==> src/rtl/strobe_ctrl_pkg.sv <==
// rtl/strobe_ctrl_pkg.sv - shared types and constants for the strobe controller
package strobe_ctrl_pkg;

    localparam int CNT_W_DEFAULT = 16;

    typedef enum logic [1:0] {
        ST_IDLE     = 2'd0,
        ST_DELAY    = 2'd1,
        ST_ACTIVE   = 2'd2,
        ST_STOPPING = 2'd3
    } strobe_ctrl_state_t;

endpackage

==> src/rtl/strobe_ctrl_cnt.sv <==
// rtl/strobe_ctrl_cnt.sv - loadable down-counter with zero flag
module strobe_ctrl_cnt #(
    parameter int W = 16
) (
    input  logic         clk,
    input  logic         rst_n,
    input  logic         load,
    input  logic [W-1:0] load_value,
    input  logic         dec,
    output logic [W-1:0] count,
    output logic         zero
);

    // Load wins over decrement; the caller only decrements a nonzero count.
    always_ff @(posedge clk or negedge rst_n) begin
        if (!rst_n) begin
            count <= '0;
        end else if (load) begin
            count <= load_value;
        end else if (dec) begin
            count <= count - W'(1);
        end
    end

    assign zero = (count == '0);

endmodule

==> src/rtl/strobe_ctrl.sv <==
// rtl/strobe_ctrl.sv - marker-aligned strobe generator with delayed start and graceful stop
module strobe_ctrl
    import strobe_ctrl_pkg::*;
#(
    parameter int CNT_W = CNT_W_DEFAULT
) (
    input  logic             clk,
    input  logic             rst_n,
    input  logic             enable,
    input  logic             stop_req,
    input  logic [CNT_W-1:0] interval,
    input  logic [CNT_W-1:0] delay_value,
    input  logic             user_marker,
    output logic             user_strobe,
    output logic             stop_ack,
    output logic             active,
    output logic             busy,
    output logic [CNT_W-1:0] strobe_count
);

    strobe_ctrl_state_t state;
    strobe_ctrl_state_t state_next;

    logic             armed;
    logic [CNT_W-1:0] lat_interval;
    logic [CNT_W-1:0] delay_cnt;
    logic             delay_zero;
    logic [CNT_W-1:0] int_cnt;
    logic             int_zero;
    logic             start;
    logic             run;
    logic             strobe;
    logic             ack_cond;
    logic             to_idle;

    assign start   = (state == ST_IDLE) && enable && armed && !stop_req;
    assign to_idle = (state != ST_IDLE) && (state_next == ST_IDLE);

    always_ff @(posedge clk or negedge rst_n) begin
        if (!rst_n) begin
            state <= ST_IDLE;
        end else begin
            state <= state_next;
        end
    end

    always_comb begin
        state_next = state;
        case (state)
            ST_IDLE: begin
                if (start) begin
                    state_next = (delay_value != '0) ? ST_DELAY : ST_ACTIVE;
                end
            end
            ST_DELAY: begin
                if (!enable || stop_req) begin
                    state_next = ST_IDLE;
                end else if (delay_zero) begin
                    state_next = ST_ACTIVE;
                end
            end
            ST_ACTIVE: begin
                if (!enable) begin
                    state_next = ST_IDLE;
                end else if (stop_req) begin
                    state_next = ST_STOPPING;
                end
            end
            ST_STOPPING: begin
                if (!enable || strobe) begin
                    state_next = ST_IDLE;
                end
            end
            default: state_next = ST_IDLE;
        endcase
    end

    always_comb begin
        run      = (state == ST_ACTIVE) || (state == ST_STOPPING);
        strobe   = run && user_marker && int_zero;
        active   = run;
        busy     = (state != ST_IDLE);
        ack_cond = 1'b0;
        case (state)
            ST_IDLE:     ack_cond = stop_req;
            ST_DELAY:    ack_cond = stop_req;
            ST_ACTIVE:   ack_cond = !enable && stop_req;
            ST_STOPPING: ack_cond = !enable || strobe;
            default:     ack_cond = 1'b0;
        endcase
    end

    assign user_strobe = strobe;

    // Delay counter holds delay_value-1 so DELAY spans exactly delay_value cycles.
    strobe_ctrl_cnt #(.W(CNT_W)) u_delay_cnt (
        .clk        (clk),
        .rst_n      (rst_n),
        .load       (start),
        .load_value ((delay_value == '0) ? '0 : (delay_value - CNT_W'(1))),
        .dec        ((state == ST_DELAY) && (delay_cnt != '0)),
        .count      (delay_cnt),
        .zero       (delay_zero)
    );

    strobe_ctrl_cnt #(.W(CNT_W)) u_int_cnt (
        .clk        (clk),
        .rst_n      (rst_n),
        .load       (start || strobe),
        .load_value (start ? '0 : lat_interval),
        .dec        (run && user_marker && (int_cnt != '0)),
        .count      (int_cnt),
        .zero       (int_zero)
    );

    always_ff @(posedge clk or negedge rst_n) begin
        if (!rst_n) begin
            lat_interval <= '0;
            strobe_count <= '0;
        end else if (start) begin
            lat_interval <= interval;
            strobe_count <= '0;
        end else if (strobe && (strobe_count != '1)) begin
            strobe_count <= strobe_count + CNT_W'(1);
        end
    end

    // An enable low phase re-arms; every fall back to IDLE disarms.
    always_ff @(posedge clk or negedge rst_n) begin
        if (!rst_n) begin
            armed <= 1'b1;
        end else if (!enable) begin
            armed <= 1'b1;
        end else if (to_idle) begin
            armed <= 1'b0;
        end
    end

    always_ff @(posedge clk or negedge rst_n) begin
        if (!rst_n) begin
            stop_ack <= 1'b0;
        end else begin
            stop_ack <= ack_cond && !stop_ack;
        end
    end

endmodule

==> config.mk <==
export PLATFORM = sky130hd
export DESIGN_NAME = strobe_ctrl
export DESIGN_NICKNAME = d
export VERILOG_FILES = /design/src/rtl/strobe_ctrl_pkg.sv /design/src/rtl/strobe_ctrl_cnt.sv /design/src/rtl/strobe_ctrl.sv
export SDC_FILE = /design/constraint.sdc
export NUM_CORES = 1
export LEC_CHECK = 0
export BUFFER_PORTS_ARGS = -buffer_cell sky130_fd_sc_hd__buf_2
export CAP_MARGIN = 40
export CORE_MARGIN = 4
export CORE_UTILIZATION = 40
export DETAILED_ROUTE_END_ITERATION = 8
export PLACE_DENSITY = 0.67
export SYNTH_ARGS = -nofsm -noshare
export SYNTH_HDL_FRONTEND = slang
export SYNTH_SLANG_ARGS = --single-unit
export TNS_END_PERCENT = 5
==> constraint.sdc <==
create_clock -name clk -period 2.4 [get_ports clk]
set_input_delay 0.12 -clock clk [delete_from_list [all_inputs] [get_ports clk]]
set_output_delay 0.12 -clock clk [all_outputs]
set_load 0.02 [all_outputs]
==> flow_summary.toml <==
[yosys]
yosysTopAreaCell = "dfrtp_1"
synth_seq_cells = 68
synth-xor-area-share_pct = 4.01
async_flop_share_pct = 100
synth_edf_count = 0
synth-main-ff-cell = "dfrtp_1"
avgSynthCellArea_um2 = 8.70
synth_cell_type_count = 64
synth_top_cell_area_share_pct = 40.4
synth_top_family_by_area = "simple AND/OR/NAND/NOR gates"
synth_common_cells = "68 x nand2_1, 67 x dfrtp_1, 36 x a21oi_1"
yosysSeqAreaShare_pct = 41.0
yosysWarnings = 0
post-synth-top-count-cell = "nand2_1"
synth-simple-area-share_pct = 28.6
synth_nets = 519
synth-compound-area-share_pct = 18.7
synthTopCellsByArea = "dfrtp_1 40%, nand2_1 6.1%, a21oi_1 4.3%, or4_1 3.8%, nor2_1 3.1%"
syn_area_um2 = 4150
synth.area.mux_share_pct = 1.99
syn_inst = 477
synth_fa_ha_area_share_pct = 1.51

[grt]
grt_usage_pct = 17.9
grt_max_degree = 69
grt_pass1_wl_um = 17300
antenna_found_initial = 0
grt.overflow.total = 0
grt_pass1_vias = 3745

[layout]
final_cells = 698
area_growth_pct = 23.1
num_antenna_cells = 0
post_route_cells_drive_above_1_share_pct = 20.2
fill_cells = 923
finalNetCount = 602
utilization_pct = 51.3

[floorplanning]
core-area_um2 = 9950
die_area_um2 = 12100
die_h_um = 110
initial_core_util_pct = 41.7
die_width_um = 110
rows = 36
boundaryPins = 57

[detailed_routing]
drt-initial-drc-count = 191
viasPerCell = 5.71
drc = 0
vias = 3987
wl_per_cell_um = 14.9
firstDrtPassIters = 4
ant_nets = 0
drt_wl_total_um = 10400

[power]
p_per_area_nw_per_um2 = 614
vdd_drop_max_uv = 292
p_comb_share_pct = 17.5
seq_power_share_pct = 45.0
power_switching_uw = 859
swShare_pct = 27.4
power.internal_uw = 2280
leakage_uw = 0.00233
pwr-share-clk_pct = 37.5

[clocking]
clk_latency_ns = 0.34
cts_buffer_depth = 2
h-tree-depth = 3
cts-root-buf = "clkbuf_8"
cts_sinks = 68
post_cts_buffers = 0
cts_tree = "built"
numCtsBuffers = 9
clk_pin_slew_ns = 0.07

[job]
drv_cap = 0

[sta]
fin_crit_ns = 2.34
fmax_mhz = 427
hold_slack_ns = 0.0205
relSlewSlack_pct = 45.9
setup_violations = 0
finalSetupTns_ns = 0
fin_worst_skew_ns = 0.0153
tightest_slew_ns = 0.812
drv_slew = 0
rsz0062_at_grt = "yes"
hold_viol = 0
fin_crit_sh_pct = 97.5

[critical_path]
critPathKind = "flip-flop to flip-flop"
endpoint_kind = "flip-flop"
arrival_ns = 2.59
crit_path_start_kind = "flip-flop"
critPathMaxFanout = 20
cp_data_required_time_ns = 2.66

[worst_hold_path]
hp-class = "primary input to flip-flop"

[place]
dp.cells = 664
io_buffers = 56
gp_congestion = 0.907
dp_hpwl_um = 7510

[outcome]
status = "finished, final reports clean"
## registers in the layout, summed over array words and instances, names as in the netlist
signal,flops
lat_interval,16
strobe_count,16
u_delay_cnt.count,16
u_int_cnt.count,16
state,2
armed,1
stop_ack,1
## cell type report
cell class	instances	area, um2	share of cell area [%]
timing repair buffer	100	668	13.1
clock buffer	12	155	3.04
inverter	12	45.0	0.881
multi-input combinational	369	2280	44.6
tap	133	166	3.26
clock inverter	4	95.1	1.86
sequential	68	1700	33.3
## kinds of logic after synthesis
group,count (synthesis)
simple gates,220
compound gates,117
flops,68
buf+inv,40
xor+xnor,19
mux,8
fa+ha+maj,5
## through the flow
step	worst slack, ns	instance area [um2]	power (uW)
after floorplan	0.139	4150	1750
after global placement	0.116	4680	1930
after detailed placement	0.0628	4680	1960
after CTS	0.0159	5110	3160
after global routing	-0.0716	5110	3300
final	0.0606	5110	3140
## worst max-delay path: stages, from the launching register on
cell and delay (ns):
dfrtp_1 0.41, or4_4 0.57, nor3b_4 0.25, nand3_2 0.13, buf_4 0.23, or4_1 0.52, a21oi_1 0.16
## power groups by stage
| stage | clock (uW) | combinational [uW] | sequential [uW] |
|---|---|---|---|
| 3_3_place_gp | 0 | 508 | 1430 |
| 5_1_grt | 1250 | 617 | 1430 |
| 4_1_cts | 1200 | 551 | 1410 |
| 6_report | 1180 | 550 | 1410 |
| 3_5_place_dp | 0 | 527 | 1430 |
| 2_1_floorplan | 0 | 354 | 1400 |
## placed cells by master, fill, tap and decap left out, types with 3 or more instances in the layout
master,netlist,final
a21oi_1,36,36
and4_1,3,3
o221a_2,3,3
dlygate4sd3_1,0,18
o311a_1,3,3
bufinv_16,0,3
nand4b_1,3,3
or4_1,21,20
nand4_1,9,9
nand2b_1,4,4
dfrtp_1,67,67
a21o_1,4,4
xnor2_1,7,7
nor2_1,34,34
nor4b_1,3,3
o41ai_1,3,3
clkbuf_8,0,11
a32o_1,6,6
nor2b_1,5,5
a31oi_1,5,5
buf_4,2,25
mux2i_1,6,6
nor3_1,14,14
and3_1,5,5
or3_1,5,5
or3b_2,3,3
inv_1,12,12
xor2_1,12,12
o31ai_1,11,11
buf_2,1,56
nand3_1,20,20
nor4_1,6,6
o22ai_1,12,12
nand2_1,68,68
o21ai_0,18,17
ha_1,5,5
## routing by layer
metal,vias to the layer above,part of all wire [%],GRT usage [%]
met5,-,0,0
met4,0,2.5,8.01
met3,22,4.8,2.76
met2,119,49,30.0
met1,1896,44,22.5
li1,1950,-,-
## worst paths after layout
check	slack, ns	cells past startpoint	start	to
max in group asynchronous	1.73	3	rst_n	armed
min	0.02	3	interval[13]	lat_interval[13]
min in group asynchronous	0.31	3	rst_n	strobe_count[9]
max	0.06	6	u_int_cnt.count[3]	strobe_count[14]
max reg2reg	0.06	6	u_int_cnt.count[3]	strobe_count[14]
min reg2reg	0.43	1	stop_ack	stop_ack
## timing repair
action | CTS | global route
setup endpoints to repair | 0 | 13
hold endpoints to repair | 84 | 0
resized for setup | 0 | 2
hold buffers | 18 | 0
Note: power is estimated with default switching activity, not from simulation.
